### src/rtl/exception_ctrl_pkg.sv
// Shared types and constants for the exception controller: FSM states, ExcCode values, CP0 register map.
package exception_ctrl_pkg;

  typedef enum logic [1:0] {
    EXC_IDLE    = 2'd0,
    EXC_TAKE    = 2'd1,
    EXC_HANDLER = 2'd2
  } exc_state_t;

  localparam logic [4:0] EXC_CODE_INT = 5'd0;
  localparam logic [4:0] EXC_CODE_SYS = 5'd8;
  localparam logic [4:0] EXC_CODE_RI  = 5'd10;
  localparam logic [4:0] EXC_CODE_OV  = 5'd12;

  localparam logic [4:0] CP0_COUNT   = 5'd9;
  localparam logic [4:0] CP0_COMPARE = 5'd11;
  localparam logic [4:0] CP0_STATUS  = 5'd12;
  localparam logic [4:0] CP0_CAUSE   = 5'd13;
  localparam logic [4:0] CP0_EPC     = 5'd14;

  // Cause layout: IP[3:0] at bits 11:8, timer pending at bit 7, ExcCode at bits 6:2.
  function automatic logic [63:0] pack_cause(input logic [3:0] ip, input logic timer_ip,
                                             input logic [4:0] code);
    return {52'd0, ip, timer_ip, code, 2'b00};
  endfunction

endpackage

### src/rtl/exception_ctrl_timer.sv
// Count/Compare timer interrupt source; present only when EXC_TIMER_IRQ_EN is defined.
`ifdef EXC_TIMER_IRQ_EN
module exc_timer
  import exception_ctrl_pkg::*;
(
  input  logic        clock,
  input  logic        reset,
  input  logic        cp0_we,
  input  logic [4:0]  cp0_addr,
  input  logic [63:0] cp0_wdata,
  output logic [63:0] count,
  output logic [63:0] compare,
  output logic        pending
);

  logic compare_we;
  assign compare_we = cp0_we && (cp0_addr == CP0_COMPARE);

  // A Compare write acknowledges the interrupt, even if it lands on a match cycle.
  always_ff @(posedge clock) begin
    if (reset) begin
      count   <= '0;
      compare <= '0;
      pending <= 1'b0;
    end else begin
      count <= count + 64'd1;
      if (compare_we) begin
        compare <= cp0_wdata;
        pending <= 1'b0;
      end else if (count == compare) begin
        pending <= 1'b1;
      end
    end
  end

endmodule
`endif

### src/rtl/exception_ctrl.sv
// Exception/interrupt controller with CP0 Status/Cause/EPC.
// Optional timer interrupt (Count/Compare, IP[7]/IM[7]) is built when EXC_TIMER_IRQ_EN is defined.
module exception_ctrl
  import exception_ctrl_pkg::*;
(
  input  logic        clock,
  input  logic        reset,
  input  logic        ex_valid,
  input  logic [63:0] ex_pc,
  input  logic        ex_bad_instr,
  input  logic        ex_overflow,
  input  logic        ex_syscall,
  input  logic [3:0]  irq_ext,
  input  logic        eret,
  input  logic        cp0_we,
  input  logic [4:0]  cp0_addr,
  input  logic [63:0] cp0_wdata,
  output logic [63:0] cp0_rdata,
  output logic        takenHandler,
  output logic [63:0] EPC,
  output logic        exl
);

  exc_state_t state, state_next;

  logic [63:0] epc_q;
  logic        ie_q;
  logic [3:0]  im_q;
  logic [3:0]  ip_q;
  logic [4:0]  code_q;

  logic        timer_ip;
  logic        im7_q;

`ifdef EXC_TIMER_IRQ_EN
  logic [63:0] timer_count;
  logic [63:0] timer_compare;

  exc_timer u_timer (
    .clock     (clock),
    .reset     (reset),
    .cp0_we    (cp0_we),
    .cp0_addr  (cp0_addr),
    .cp0_wdata (cp0_wdata),
    .count     (timer_count),
    .compare   (timer_compare),
    .pending   (timer_ip)
  );

  always_ff @(posedge clock) begin
    if (reset)
      im7_q <= 1'b0;
    else if (cp0_we && (cp0_addr == CP0_STATUS))
      im7_q <= cp0_wdata[7];
  end
`else
  assign timer_ip = 1'b0;
  assign im7_q    = 1'b0;
`endif

  // Accept decision: synchronous exceptions need a real instruction; interrupts only need IE.
  logic       sync_exc;
  logic       irq_req;
  logic       accept;
  logic [4:0] accept_code;
  logic [63:0] accept_epc;

  assign sync_exc = ex_valid && (ex_bad_instr || ex_overflow || ex_syscall);
  assign irq_req  = ie_q && (((irq_ext & im_q) != 4'd0) || (timer_ip && im7_q));
  assign accept   = (state == EXC_IDLE) && (sync_exc || irq_req);

  always_comb begin
    accept_code = EXC_CODE_INT;
    if (sync_exc) begin
      if (ex_bad_instr)     accept_code = EXC_CODE_RI;
      else if (ex_overflow) accept_code = EXC_CODE_OV;
      else                  accept_code = EXC_CODE_SYS;
    end
  end

  // Interrupts resume after the interrupted instruction; wraps modulo 2^64.
  assign accept_epc = sync_exc ? ex_pc : ex_pc + 64'd4;

  always_ff @(posedge clock) begin
    if (reset) state <= EXC_IDLE;
    else       state <= state_next;
  end

  always_comb begin
    state_next = state;
    case (state)
      EXC_IDLE:    if (accept) state_next = EXC_TAKE;
      EXC_TAKE:    state_next = EXC_HANDLER;
      EXC_HANDLER: if (eret) state_next = EXC_IDLE;
      default:     state_next = EXC_IDLE;
    endcase
  end

  always_comb begin
    takenHandler = (state == EXC_TAKE);
    exl          = (state != EXC_IDLE);
  end

  // Accept capture is ordered after the MTC0 path so it wins a same-cycle EPC write.
  always_ff @(posedge clock) begin
    if (reset) begin
      epc_q  <= '0;
      ie_q   <= 1'b0;
      im_q   <= '0;
      ip_q   <= '0;
      code_q <= '0;
    end else begin
      ip_q <= irq_ext;
      if (cp0_we && (cp0_addr == CP0_STATUS)) begin
        ie_q <= cp0_wdata[0];
        im_q <= cp0_wdata[11:8];
      end
      if (cp0_we && (cp0_addr == CP0_EPC))
        epc_q <= cp0_wdata;
      if (accept) begin
        epc_q  <= accept_epc;
        code_q <= accept_code;
      end
    end
  end

  assign EPC = epc_q;

  always_comb begin
    cp0_rdata = '0;
    case (cp0_addr)
      CP0_STATUS:  cp0_rdata = {52'd0, im_q, im7_q, 6'd0, ie_q};
      CP0_CAUSE:   cp0_rdata = pack_cause(ip_q, timer_ip, code_q);
      CP0_EPC:     cp0_rdata = epc_q;
`ifdef EXC_TIMER_IRQ_EN
      CP0_COUNT:   cp0_rdata = timer_count;
      CP0_COMPARE: cp0_rdata = timer_compare;
`endif
      default:     cp0_rdata = '0;
    endcase
  end

endmodule

### config.mk
export PLATFORM = sky130hd
export DESIGN_NAME = exception_ctrl
export DESIGN_NICKNAME = d
export VERILOG_FILES = /design/src/rtl/exception_ctrl_pkg.sv /design/src/rtl/exception_ctrl_timer.sv /design/src/rtl/exception_ctrl.sv
export SDC_FILE = /design/constraint.sdc
export NUM_CORES = 1
export LEC_CHECK = 0
export BUFFER_PORTS_ARGS = -buffer_cell sky130_fd_sc_hd__clkbuf_2
export CORE_UTILIZATION = 51
export CTS_CLUSTER_SIZE = 28
export DETAILED_ROUTE_END_ITERATION = 6
export GPL_TIMING_DRIVEN = 1
export HOLD_SLACK_MARGIN = 0.12
export PLACE_DENSITY = 0.88
export SLEW_MARGIN = 20
export SYNTH_ARGS = -nofsm -noshare
export SYNTH_HDL_FRONTEND = slang
export SYNTH_HIERARCHICAL = 1
export SYNTH_SLANG_ARGS = --single-unit
### constraint.sdc
create_clock -name clock -period 6.8 [get_ports clock]
set_input_delay 2.04 -clock clock [delete_from_list [all_inputs] [get_ports clock]]
set_output_delay 2.04 -clock clock [all_outputs]
set_load 0.1 [all_outputs]
### Yosys cells after proc, flatten, opt, wreduce, memory -nomap -nowiden

Index checks and enable logic that the tools add are counted.

| storage, ports and cells | value |
|---|---|
| word-level logic and storage cells | 38 |
| bits of input ports | 145 |
| register bits after elaboration | 80 |

| operators by class | value |
|---|---|
| muxes and demuxes | 10 |
| bitwise operators | 1 |
| reductions and logical operators | 13 |
| add/sub/neg operators | 1 |
| eq/ne operators | 7 |

Operators by type and width:

| cell | count |
|---|---|
| 64-bit two-way mux | 3 |
| 64-bit one-hot mux with 3 select lines | 1 |
| 64-bit by 3-bit adder with 64-bit output, second input constant | 1 |
| 5-bit by 4-bit == test with 1-bit output, second input constant | 3 |
| 3-bit two-way mux | 2 |
| 2-bit one-hot mux with 3 select lines | 1 |
| 1-bit logical AND | 5 |
| 5-bit two-way mux | 1 |
| 4-bit bitwise AND | 1 |
| 2-bit two-way mux | 2 |
| 2-bit inequality test, second input constant | 2 |
| 2-bit nonzero test | 2 |
| 4-bit nonzero test | 1 |
| 1-bit logical OR | 3 |
| 2-bit by 1-bit == test with 1-bit output, second input constant | 1 |
| 2-bit == test, second input constant | 1 |
| 2-bit zero test | 1 |
| 2-bit AND reduction | 1 |

### Depth between registers and ports, before layout

Gate-level depths: netlist of the first run.

| logic depth | value |
|---|---|
| depth in word-level cells | 7 |
| mapped depth | 8 |

### Worst setup path after synthesis of the first run

No wires, ideal clock.

| timing | value |
|---|---|
| path kind | input to output |
| start | in cp0_addr[0] |
| end | out cp0_rdata[10] |
| cell stages on the path | 3 |
| arrival time | 4.433 ns |
| data required time | 4.760 ns |
| setup slack | 0.327 ns |
| cell sequence | buf_2 > mux2i_1 > o21ai_0 |

| between the ends | value |
|---|---|
| cells in the longest elaborated chain, start to end | 2 |
| elaborated cells between the ends (all ways) | 4 |
| those cells by class | eq/ne: 3; mux: 1 |

Ends and longest elaborated chain:

| item | line | text |
|---|---|---|
| from (decl) | exception_ctrl.sv:16 | `input logic [4:0] cp0_addr,` |
| 5-bit by 4-bit == test with 1-bit output | exception_ctrl.sv:131 | `case (cp0_addr)` |
| 64-bit one-hot mux with 3 select lines * | exception_ctrl.sv:131 |  |
| to (decl) | exception_ctrl.sv:18 | `output logic [63:0] cp0_rdata,` |

Every way passes the cells marked *; elsewhere a longest branch is shown, timed or not.

### Final worst setup path of the first run

| timing | value |
|---|---|
| start | in cp0_addr[4] |
| end | out cp0_rdata[8] |

Same word-level chain as after synthesis.

==> results, run 1 <==
- The type of the setup path with the least slack is in -> out.
- The highest attainable clock frequency is 172.7 MHz.
- Buffers added to address setup during post-CTS repair amount to 0.
- The share of synthesized area in the top cell type comes to 0.2811.
- The core region is 10460 sq um.
- The root buffer cell chosen for the clock tree is sky130_fd_sc_hd__clkbuf_8.
- Once detailed placement completed, the half-perimeter wirelength came to approximately 15000 um.
- The cell row count is 37.
- The flow ran to the end, and the final reports show no timing, DRC or antenna violations.
- The area occupied by registers is 1562 sq um.
- The initial antenna violation count is 0.
- For the pin with the worst max-slew slack, the measured transition is 1.009 ns.
- Once placement finished, the instance area stood at 6939 sq um.
- The top cell types in the final layout, fill and taps aside, are sky130_fd_sc_hd__clkbuf_2 (273), sky130_fd_sc_hd__nand2_1 (174), sky130_fd_sc_hd__and3_1 (80).
- After clock tree synthesis, the flow added hold-fix buffers numbering 0.
- The library cell used most frequently in the layout, excluding fill and tap cells, is sky130_fd_sc_hd__clkbuf_2.
- The total clock buffers created by CTS is 9.
- Pin placement for this block handled 275 I/O pins.
- The die outline height is 106.4 um.
- The average via count per standard cell is slightly above 6.
- The hold violation total from the final report was 0.
- The Yosys step of the flow raised 6 warnings.
- Measured against its own limit, the worst slew margin works out to 0.3270.
- TritonCTS built the clock tree.
- The share of the Yosys chip area taken by registers is 0.2811.
- The total die area is between 10000 and 15000 sq um.
- The library cell occupying the most area in the post-synthesis netlist is sky130_fd_sc_hd__dfxtp_1.
- The number of cells produced by synthesis is 765.
- Measured against the total synthesized area, the mux share comes to 0.007209.
- The total of flip-flops plus latches after synthesis is 78.
- The compound-gate portion of the synthesized area was 0.2181.
- The first detailed-routing pass ran for 7 iterations.
- The finished layout cell area is slightly above 7000 sq um.
- The final-stage net count is 1144.
- The global-route wire length before repair is 31440 um.
- The initial DRC count is 740.
- In the post-synthesis netlist, the biggest area contributors are sky130_fd_sc_hd__dfxtp_1 (28%), sky130_fd_sc_hd__nand2_1 (12%), sky130_fd_sc_hd__and3_1 (9.1%), sky130_fd_sc_hd__a31o_2 (5.2%), sky130_fd_sc_hd__nand4_1 (3.7%).
- The worst flop-to-flop path startpoint is im_q[2].
- The number of max-slew violations in the final report is 0.
- The power density relative to cell area is 208.8 nW/um^2.
- The total number of H-tree levels is 3.
- After detailed routing, the average wire length per cell comes to 18.06 um.
- The worst setup path is captured at a primary output.
- Setup repair after global routing left no endpoint under its margin.
- The remaining routing DRC violations is 0.
- The cell area that synthesis handed to floorplanning was between 5000 and 6000 sq um.
- After clock tree synthesis, the repair step resized 0 gates.
- The tool flagged a number of max-cap violations equal to 0.
- Clock skew on the completed layout was measured at 0.008300 ns.
- The most used flip-flop cell after synthesis is sky130_fd_sc_hd__dfxtp_1.
- The combinational family with the most area after synthesis is simple AND/OR/NAND/NOR gates.
- The deepest clock path buffer count is 2.
- Overall power consumption after layout is estimated at 1.496 mW.
- The simple-gate share of the synthesized area is 0.4021.
- In this run, placement finished with an instance count of approximately 1100.
- The area growth from synthesis to final layout is 29.02%.
- The per-instance average area after synthesis is 7.260 sq um.
- After clock tree synthesis, the clock-pin slew on the worst setup and hold paths is 0.08 ns.
- Yosys mapped the design onto 52 distinct sky130hd cell types.
- The share of layout cells above drive strength 1 is 0.3440.
- The maximum fanout encountered on the critical timing path is 28.
- Summing all multi-input logic gate instances after layout gives 3770 sq um.
- The initial cell density of the core is 0.5309.
- The type of the tightest min-delay check is reg -> reg.
- Yosys mapped a number of flops with a built-in enable equal to 0.
- The cell leakage power is 3.330 nW.
- The largest net degree at the start of global routing is 63.
- The worst hold path begins at code_q[1].
- The aggregate global-route resource usage is 0.3532.
- The aggregate global routing overflow is 0.
- For this block, the via count after detailed routing is 6978.
- The count of nets left with antenna violations once routing finished came out at 0.
- The adder and majority cell fraction of the synthesized area is 0.002253.
- The filler cells instantiated in the layout total 959.
- Dividing the final minimum period by the clock period gives 0.8514.
- The critical path startpoint is cp0_addr[4].
- Excluding fillers, the count of instances in the completed layout stands at between 1000 and 1500.
- Summed over all failing endpoints, the final setup total negative slack is 0 ns.
- Of the total synthesized cell area, the portion taken by XOR and XNOR cells is 0.04258.
- The final routed wirelength across all metal layers is 20590 um.
- The later-pin clock latency in the skew report is 0.36 ns.
- Measured along the x axis, the die boundary spans 106.4 um.
- The peak supply drop is 0.1547 mV.
- At the worst endpoint, the arrival time is roughly 3.8 ns.
- The clock net sink count is between 70 and 80.
- The required time reported for the critical path endpoint is around 4.8 ns.
- The routed design could run at a clock period as short as 5.789 ns.
- The number of nets handed over by synthesis was 911.
- The number of global-route vias before repair was 6038.
- The number of setup violations in the final report is 0.
- The fraction of registers with async set/reset is 0.
- The congestion estimate from routability-driven global placement came to about 0.95.
- The type of element launching the critical path is an input port.
- Buffers placed on the I/O ports in this run total ~270.
## critical path, stage by stage
cell                       delay, ns
sky130_fd_sc_hd__clkbuf_2       0.09
sky130_fd_sc_hd__and3b_2        0.54
sky130_fd_sc_hd__and2_1         0.38
sky130_fd_sc_hd__nand2_1        0.08
sky130_fd_sc_hd__o21ai_0        0.10
sky130_fd_sc_hd__clkbuf_2       0.50
## synthesized netlist by cell type (all sizes together) (2+ instances only)
cell and number:
a211o 7, a211oi 9, a21oi 23, a22oi 3
a311o 7, a311oi 12, a31o 33, a31oi 29
a32o 3, and2 8, and3 81, and4 6
buf 15, clkbuf 44, dfxtp 78, inv 6
mux2i 4, nand2 174, nand3 38, nand4 33
nor2 31, nor2b 7, nor3 7, nor4 13
nor4bb 2, o211a 7, o21ai 16, o31ai 7
or2 2, or3 13, or4 9, xnor2 16
xor2 11
## cells by family (layout without fill, tap and decap cells)
family | after synthesis | count (layout)
flops | 78 | 78
xor+xnor | 27 | 27
other cells | 0 | 1
fa+ha+maj | 1 | 1
buf+inv | 65 | 303
mux | 4 | 4
compound gates | 162 | 162
simple gates | 428 | 428
## flip-flops by register name, indices dropped and copies added, names as in the netlist
signal / count
EPC: 64
im_q: 4
ip_q: 4
code_q: 3
state: 2
ie_q: 1
## per-stage QoR
| step | hold WS (ns) | setup slack, ns | utilization |
|---|---|---|---|
| 6_report | 0.4697 | 1.011 | 0.6849 |
| 5_1_grt | 0.4736 | 0.8672 | 0.6846 |
| 4_1_cts | 0.4618 | 1.013 | 0.6838 |
| 3_5_place_dp | 0.4497 | 1.018 | 0.6632 |
| 3_3_place_gp | 0.4503 | 1.101 | 0.6632 |
| 2_1_floorplan | 0.4322 | 0.3273 | - |
## power breakdown
part | switching, mW | internal (mW)
clock | 0.179 | 0.216
combinational | 0.443 | 0.124
sequential | 0.0364 | 0.497
## area by class of cell
type	instances	share of cell area
flip-flops and latches	78	0.2179
repair buffers	281	0.1987
inverters	6	0.003143
diodes	1	0.0003492
clock buffers	12	0.02025
well taps	136	0.02375
clock inverters	4	0.009778
multi-input cells	622	0.5261
## layer usage
layer  vias up  track usage  routed length, um
met5         -            0                  0
li1       3308            -                  -
met4         0       0.1290                428
met1      3248       0.4576               8625
met3        38      0.04782               1568
met2       384       0.5951               9971
## path summary, 6_finish.rpt
kind / to / slack, ns / depth (start not counted)
worst max-delay path: cp0_rdata[8] / 1.01 / 6
worst min-delay path: code_q[1] / 0.47 / 2
worst max register to register: EPC[58] / 4.12 / 6
worst min register to register: code_q[1] / 0.47 / 2
No activity file was read; power rests on OpenSTA's default activity.
==> run 2, diff against run 1 <==
ABC_AREA = 1   (was unset)
CORE_UTILIZATION = 53   (was 51)
SYNTH_HIERARCHICAL = unset   (was 1)
==> results, run 2 <==
- The minimum setup slack after placement is 1.289 ns (+0.2709 ns).
- In this run the worst hold path is classified as reg -> reg.
- The worst hold slack across all endpoints came to 0.4628 ns (-0.006927 ns).
- The die outline width is 110.8 um (+4.1%).
- The instance count along the most critical hold path is 2 (unchanged).
- The maximum fanout encountered on the critical timing path is 49 (+75%).
- The number of setup violations in the final report is 0 (unchanged).
- The number of synthesized flops with an enable pin is 0 (unchanged).
- The global-route wire length before repair is 36980 um (+18%).
- The routed wirelength normalized by instance count was 15.88 um (-12%).
- The first-pass detailed-route iteration total came to 5 (-2).
- The largest net degree at the start of global routing is 50 (-21%).
- The remaining antenna violation count was 0 (unchanged).
- The critical path's largest stage delay is 0.48 ns (-0.06 ns).
- The final routed wirelength across all metal layers came to 23990 um (+17%).
- The share of layout cells above drive strength 1 is 0.2558 (-0.08812).
- The area growth from synthesis to final layout is 26.62%.
- The cell leakage power came to 3.823 nW (+15%).
- The type of the setup path with the least slack is in -> out.
- The commonest non-fill, non-tap cell in the layout is sky130_fd_sc_hd__nand2_1.
- The detailed placement HPWL is 19420 um (+29%).
- The setup slack of the most critical reg-to-reg path is 3.75 ns (-0.37 ns).
- The per-instance average area after synthesis is 5.628 sq um (-22%).
- The number of diodes added for antenna fixing was 0 (-1).
- The tree is rooted in a sky130_fd_sc_hd__clkbuf_16.
- The worst endpoint data arrival time came to 3.50 ns (-0.25 ns).
- Broken down by cell family, the worst path's largest delay share belongs to buffers and inverters.
- The most used flip-flop cell after synthesis is sky130_fd_sc_hd__dfxtp_1.
- The library cell occupying the most area in the post-synthesis netlist is sky130_fd_sc_hd__dfxtp_1.
- The CTS tree is yes.
- The endpoint kind of the worst setup timing path is a primary output.
- The die outline height is 110.8 um (+4.1%).
- The remaining routing DRC violations was 0 (unchanged).
- The total of flip-flops plus latches after synthesis was 78 (unchanged).
- The register area share after synthesis is 0.2491 (-0.03209).
- The worst-case setup margin in the final layout is 1.256 ns (+0.2454 ns).
- The total negative setup slack came to 0 ns (unchanged).
- The warning count from the yosys run is 0 (-6).
- The total number of H-tree levels is 3 (unchanged).
- The fraction of registers with async set/reset is 0 (unchanged).
- The peak supply drop is 0.1824 mV (+18%).
- The total of max-cap violations is 0 (unchanged).
- The global placement routability congestion is 0.9864 (+3.7%).
- Setup repair after global routing left no endpoint under its margin.
- The cell row count came to 39 (+5.4%).
- The final worst clock skew is 0.008376 ns (+0.00007622 ns).
- The type of element launching the critical path is an input port.
- The path with the worst hold slack has its endpoint at code_q[3].
- The number of input and output port buffers inserted is 274 (unchanged).
- The initial antenna violation count came to 0 (unchanged).
- The post-synthesis instance area is 6270 sq um (+13%).
- The number of top-level design ports is 275 (unchanged).
- The end of the worst register-to-register path is EPC[50].
- The number of max-slew violations in the final report is 0 (unchanged).
- The post-cts repair resize count is 0 (unchanged).
- The hold violation total from the final report is 0 (unchanged).
- The total of fill cells in the finished design is 1127 (+18%).
- The highest attainable clock frequency is 180.4 MHz (+4.4%).
- The proportion of netlist area held by the largest area contributor came to 0.2491 (-0.03209).
- The post-CTS setup repair buffer count came to 0 (unchanged).
- The later-pin clock latency in the skew report came to 0.34 ns (-0.02 ns).
- The slew at the pin closest to its max-slew limit is 0.9151 ns (-0.09440 ns).
- The cell with the largest stage delay on the worst path is sky130_fd_sc_hd__clkbuf_2.
- Walking the worst path, the cells encountered are clkbuf_2 > nand2_1 > nor2_2 > nand2_2 > buf_4 > nor2_1 > clkbuf_2.
- The clock-pin slew reported for the worst setup and hold paths after clock tree synthesis came to 0.06 ns (-0.02 ns).
- In this run the critical register-to-register path is launched from state[1].
- The path depth of the worst reg2reg path is 9 (+3).
- The aggregate global routing overflow came to 0 (unchanged).
- The total clock buffers created by CTS was 9 (unchanged).
- The time the final worst path needs with I/O delays and setup is 5.544 ns (-0.2454 ns).
- The flow ran to the end, and the final reports show no timing, DRC or antenna violations.
- The total die area is 12270 sq um (+8.5%).
- The post-synthesis net count is 1260 (+38%).
- The area of the core is 11470 sq um (+9.6%).
- The number of flip-flops in the largest register is 64 (unchanged).
- By instance count, the cell type seen most on the critical path is sky130_fd_sc_hd__clkbuf_2.
- The average via count per standard cell is 5.377 (-12%).
- The aggregate global-route resource usage is 0.3830 (+0.02985).
- The worst hold path startpoint is code_q[3].
- The most common cell in the synthesized netlist is sky130_fd_sc_hd__nand2_1.
- The final period utilization came to 0.8153 (-0.03609).
- In the layout the commonest cells are sky130_fd_sc_hd__nand2_1 (335), sky130_fd_sc_hd__clkbuf_2 (274), sky130_fd_sc_hd__nor2_1 (212).
- The initial cell density of the core was 0.5468 (+0.01590).
- The routed via count is 8125 (+16%).
- The commonest cells after synthesis are sky130_fd_sc_hd__nand2_1 (335), sky130_fd_sc_hd__nor2_1 (212), sky130_fd_sc_hd__inv_1 (125).
- Yosys attributes the largest share of cell area to sky130_fd_sc_hd__dfxtp_1 (25%), sky130_fd_sc_hd__nand2_1 (20%), sky130_fd_sc_hd__nor2_1 (13%), sky130_fd_sc_hd__inv_1 (7.5%), sky130_fd_sc_hd__a21oi_1 (5.2%).
- The deepest clock path buffer count is 2 (unchanged).
- The post-cts hold buffer count is 0 (unchanged).
- The count of cell types in the netlist was 41 (-21%).
- The initial DRC count came to 963 (+30%).
- The relative slew slack is 0.3885 (+0.06148).
- The clock net sink count came to 78 (unchanged).
- The number of global-route vias before repair is 6996 (+16%).
- The required time reported for the critical path endpoint was 4.76 ns (about the same).
- The count of buffer and inverter cells on the critical path is 3 (+1).
- The number of cells produced by synthesis is 1114 (+46%).
- The final-stage net count is 1509 (+32%).
- The power density relative to cell area is 207.5 nW/um^2 (-0.61%).
## run 2: changes by cell type after synthesis, sizes merged, moves of 19 or more
cell | previous run | this run
nand2 | 174 | 348
inv | 6 | 137
o21ai | 16 | 61
a21oi | 23 | 69
nand3 | 38 | 57
clkbuf | 44 | 14
a31o | 33 | 0
nor2 | 31 | 232
a31oi | 29 | 1
and3 | 81 | 0
## run 2: layout make-up
cell class	count	area (sq um)	area share
multi-input combinational	859	3989	0.5024
timing repair buffer	278	1401	0.1765
clock buffer	11	232.7	0.02931
sequential	78	1562	0.1967
inverter	137	516.7	0.06509
tap	143	178.9	0.02254
clock inverter	5	58.81	0.007407
## run 2: report_power, final
part / leakage, nW / internal, mW / total, mW / switching (mW)
clock network: 0.136 / 0.286 / 0.488 / 0.202
registers: 0.642 / 0.498 / 0.534 / 0.0354
logic: 3.04 / 0.123 / 0.626 / 0.502
## run 2: kinds of logic (layout without fill, tap and decap cells)
| kind of cell | after synthesis | count (layout) | share of synthesized area |
|---|---|---|---|
| xor gates and xnor gates | 23 | 23 | 0.03213 |
| buffers and inverters | 177 | 431 | 0.1155 |
| adders and majority gates | 1 | 1 | 0.001995 |
| AOI/OAI and AO/OA | 148 | 148 | 0.1279 |
| and+or+nand+nor | 687 | 687 | 0.4734 |
| DFF | 78 | 78 | 0.2491 |
## run 2: worst min-delay path, stage by stage (launching register included)
cell and delay (ns):
sky130_fd_sc_hd__dfxtp_1 0.31, sky130_fd_sc_hd__nand2_1 0.06, sky130_fd_sc_hd__a21oi_1 0.05
## run 2: how the worst max path moves through the flow
stage / start / endpoint / slack [ns] / depth (start not counted)
4_1_cts: cp0_addr[3] / cp0_rdata[36] / 1.29 / 7
5_1_grt: cp0_addr[2] / cp0_rdata[36] / 1.14 / 7
6_report: cp0_addr[3] / cp0_rdata[36] / 1.26 / 7
2_1_floorplan: cp0_addr[3] / cp0_rdata[0] / 0.31 / 4
3_3_place_gp: cp0_addr[3] / cp0_rdata[50] / 1.38 / 7
3_5_place_dp: cp0_addr[3] / cp0_rdata[36] / 1.29 / 7
## run 2: routing by layer
metal / global-route usage / wire (um)
met4: 0.09778 / 569
met2: 0.6070 / 10690
met3: 0.08365 / 2604
met1: 0.5257 / 10130
met5: 0 / 0
## run 2: through the flow
stage / util / instance area [sq um] / power [mW] / cells
CTS: 0.6923 / 7939 / 1.638 / 1511
floorplan: - / 6270 / 1.008 / 1114
global placement: 0.6669 / 7647 / 1.154 / 1495
detailed placement: 0.6669 / 7647 / 1.159 / 1495
global route: 0.6923 / 7939 / 1.707 / 1511
finish: 0.6923 / 7939 / 1.647 / 1511
==> run 3, diff against run 2 <==
ABC_AREA = 0   (was 1)
CORE_UTILIZATION = 43   (was 53)
PLACE_DENSITY = 0.79   (was 0.88)
clock period = 4.9 ns   (was 6.8 ns; I/O delays follow)
==> results, run 3 <==
- The synthesized-area fraction occupied by xor and xnor cells came to 0.04258 (+0.01045).
- The final period utilization is 0.8705.
- The die outline height is 115.7 um (+4.4%).
- The path depth of the worst reg2reg path is 6 (-3).
- Leaving out fill and tap cells, the most frequent cells in the layout are sky130_fd_sc_hd__clkbuf_2 (209), sky130_fd_sc_hd__nand2_1 (174), sky130_fd_sc_hd__and3_1 (80).
- The post-CTS setup repair buffer count is 0 (unchanged).
- The count of cell types in the netlist was 52 (+27%).
- The hold violation total from the final report was 0 (unchanged).
- The global placement routability congestion came to 0.9218 (-6.5%).
- The register area share after synthesis came to 0.2811 (+0.03209).
- The worst hold path begins at ie_q.
- The final routed wirelength across all metal layers is 21770 um (-9.2%).
- The required time reported for the critical path endpoint was 3.43 ns (-1.33 ns).
- The post-synthesis instance area came to 5554 sq um (-11%).
- The initial cell density of the core is 0.4401 (-0.1066).
- After synthesis, the cell types taking the most area are sky130_fd_sc_hd__dfxtp_1 (28%), sky130_fd_sc_hd__nand2_1 (12%), sky130_fd_sc_hd__and3_1 (9.1%), sky130_fd_sc_hd__a31o_2 (5.2%), sky130_fd_sc_hd__nand4_1 (3.7%).
- The internal power came to 1.312 mW (+45%).
- After synthesis, the largest family of logic cells by area is simple AND/OR/NAND/NOR gates.
- The fraction of registers with async set/reset is 0 (unchanged).
- The initial antenna violation count is 1 (+1).
- The share of layout cells above drive strength 1 is 0.3492 (+0.09336).
- The initial DRC count is 830 (-14%).
- The first-pass detailed-route iteration total is 5 (unchanged).
- The final-stage net count came to 1150 (-24%).
- The total of flip-flops plus latches after synthesis is 78 (unchanged).
- The final worst clock skew came to 0.004372 ns (-0.004004 ns).
- The cell leakage power is 3.620 nW (-5.3%).
- The power density relative to cell area is 271.0 nW/um^2 (+31%).
- The setup slack of the most critical reg-to-reg path is 2.38 ns (-1.37 ns).
- The total clock buffers created by CTS is 9 (unchanged).
- The number of top-level design ports is 275 (unchanged).
- The post-cts repair resize count is 0 (unchanged).
- The post-synthesis net count is 911 (-28%).
- The die outline width was 115.7 um (+4.4%).
- The path class of the tightest hold or removal check is reg -> reg.
- The routed metal-1 wire length is 9042 um (-11%).
- The largest net degree at the start of global routing is 59 (+18%).
- The total die area is 13370 sq um (+9.0%).
- The slew at the pin closest to its max-slew limit is 0.9908 ns (+0.07576 ns).
- The time the final worst path needs with I/O delays and setup is 4.265 ns.
- TritonCTS built the clock tree.
- The most used flip-flop cell after synthesis is sky130_fd_sc_hd__dfxtp_1.
- The warning count from the yosys run was 0 (unchanged).
- The switching power came to 0.9413 mW (+27%).
- The number of synthesized flops with an enable pin is 0 (unchanged).
- The share of cell area taken by muxes after synthesis is 0.007209 (+0.007209).
- The aggregate global-route resource usage was 0.3212 (-0.06180).
- The remaining antenna violation count is 0 (unchanged).
- The highest metal layer with signal wires is met4.
- The highest attainable clock frequency is between 200 and 250 MHz.
- The worst flop-to-flop path startpoint is im_q[2].
- The simple-gate share of the synthesized area is 0.4021 (-0.07124).
- The largest individual stage delay along the critical path comes from the cell sky130_fd_sc_hd__buf_4.
- The proportion of netlist area held by the largest area contributor is 0.2811 (+0.03209).
- The flow ran to the end, and the final reports show no timing, DRC or antenna violations.
- The average via count per standard cell is 6.003 (+12%).
- Sorting the synthesized cells by how often they occur yields sky130_fd_sc_hd__nand2_1 (174), sky130_fd_sc_hd__and3_1 (81), sky130_fd_sc_hd__dfxtp_1 (78).
- The type of element launching the critical path is an input port.
- Summed over all instances, the cell type with the most area after synthesis is sky130_fd_sc_hd__dfxtp_1.
- The compound-gate portion of the synthesized area came to 0.2181 (+0.09015).
- The instance count along the most critical hold path came to 2 (unchanged).
- The total number of H-tree levels came to 3 (unchanged).
- The per-instance average area after synthesis is 7.260 sq um (+29%).
- The end of the worst register-to-register path is EPC[63].
- The deepest clock path buffer count was 2 (unchanged).
- The number of max-slew violations in the final report is 0 (unchanged).
- The detailed placement HPWL came to 16330 um (-16%).
- The peak supply drop is 0.1743 mV (-4.4%).
- The detailed-routed wire length on met2 came to 10520 um (-1.6%).
- The global-route wire length before repair was 33510 um (-9.4%).
- From synthesis to final layout, the design area changed by 49.70%.
- The sequential power share was 0.329 (+0.005).
- The number of global-route vias before repair is 6440 (-7.9%).
- The routed wirelength normalized by instance count was 18.44 um (+16%).
- The tree is rooted in a sky130_fd_sc_hd__clkbuf_16.
- The clock net sink count is 78 (unchanged).
- The type of the setup path with the least slack is in -> out.
- The number of flip-flops in the largest register is 64 (unchanged).
- The later-pin clock latency in the skew report is 0.34 ns (about the same).
- The routed via count is 7090 (-13%).
- The hold-critical path endpoint is ie_q.
- The maximum fanout encountered on the critical timing path is 58 (+18%).
- The clock group share of total power came to 0.312 (+0.016).
- The area of the core came to 12620 sq um (+10%).
- The total of max-cap violations came to 0 (unchanged).
- The post-cts hold buffer count is 0 (unchanged).
- The worst hold slack across all endpoints came to 0.4791 ns (+0.01638 ns).
- The proportion of power drawn by combinational gates is 0.359 (-0.021).
- The count of buffer and inverter cells on the critical path came to 3 (unchanged).
- The remaining routing DRC violations is 0 (unchanged).
- The number of setup violations in the final report came to 0 (unchanged).
- The sum of met3 wire segment lengths after detailed routing is 1775 um (-32%).
- The adder and majority cell fraction of the synthesized area is 0.002253 (+0.0002571).
- The relative slew slack is 0.3345 (-0.05402).
- The cell row count was 41 (+5.1%).
- The signal on the critical path passes through clkbuf_2 > nor2b_4 > buf_4 > and3_1 > buf_12.
- Grouping stages by cell kind, the critical path spends the most delay in buffers and inverters.
- Setup repair after global routing left no endpoint under its margin.
- The cell with the most instances after synthesis is sky130_fd_sc_hd__nand2_1.
- The aggregate global routing overflow was 0 (unchanged).
- The commonest non-fill, non-tap cell in the layout is sky130_fd_sc_hd__clkbuf_2.
- The critical path's largest stage delay came to 0.45 ns (-0.03 ns).
- The number of input and output port buffers inserted is 274 (unchanged).
- The overall power consumption was 2.253 mW (+37%).
- The worst endpoint data arrival time is 2.80 ns (-0.70 ns).
- The switching fraction of total power is 0.4178 (-0.03132).
- The number of cells produced by synthesis is 765 (-31%).
- The clock-pin slew reported for the worst setup and hold paths after clock tree synthesis came to 0.06 ns (about the same).
- The endpoint kind of the worst setup timing path is a primary output.
[run 3: logic make-up after synthesis]
| family | Yosys count |
|---|---|
| fa+ha+maj | 1 |
| xor+xnor | 27 |
| compound gates | 162 |
| buf+inv | 65 |
| simple gates | 428 |
| flops | 78 |
| mux | 4 |
[run 3: final cells by class]
type                            instances  area, sq um
Fill cell                            1104         4305
Multi-Input combinational cell        622         3761
Timing Repair Buffer                  287         2442
Sequential cell                        78         1562
Clock buffer                           12        266.5
Tap cell                              172        215.2
Clock inverter                          3        42.54
Inverter                                6        22.52
Antenna cell                            1        2.502
[run 3: metal layers]
metal	vias to the layer above	global-route usage
met5	-	0
met4	0	0.1085
met3	46	0.04446
met2	391	0.5481
met1	3339	0.4167
li1	3314	-
[run 3: stage by stage]
stage	util	cell area [sq um]	setup slack (ns)	std cells	setup TNS, ns
floorplan	-	5554	-0.4327	765	-1.731
global placement	0.6341	8003	0.7315	1165	0
detailed placement	0.6341	8003	0.6529	1165	0
CTS	0.6586	8312	0.6491	1180	0
global route	0.6588	8314	0.5515	1181	0
finish	0.6588	8314	0.6348	1181	0
[run 3: worst reg2reg max path: cells and delay by family, from the launching register on]
family | cells | cell delay (ns)
AO/OA/AOI/OAI | 5 | 1.70
buffers and inverters | 1 | 0.37
flip-flops | 1 | 0.35
[run 3: how the worst max path moves through the flow]
| stage | depth (start not counted) | from | endpoint | slack [ns] |
|---|---|---|---|---|
| global route | 5 | cp0_addr[1] | cp0_rdata[0] | 0.55 |
| detailed placement | 5 | cp0_addr[0] | cp0_rdata[54] | 0.65 |
| global placement | 5 | cp0_addr[1] | cp0_rdata[0] | 0.73 |
| floorplan | 3 | cp0_addr[0] | cp0_rdata[10] | -0.43 |
| finish | 5 | cp0_addr[0] | cp0_rdata[54] | 0.63 |
| CTS | 5 | cp0_addr[0] | cp0_rdata[54] | 0.65 |
[run 3: power by group through the flow]
stage / Clock [mW] / Combinational (mW) / Sequential (mW)
2_1_floorplan: 0 / 0.234 / 1.10
4_1_cts: 0.707 / 0.803 / 0.740
6_report: 0.703 / 0.808 / 0.742
3_3_place_gp: 0 / 0.790 / 0.754
3_5_place_dp: 0 / 0.800 / 0.754
5_1_grt: 0.736 / 0.845 / 0.747
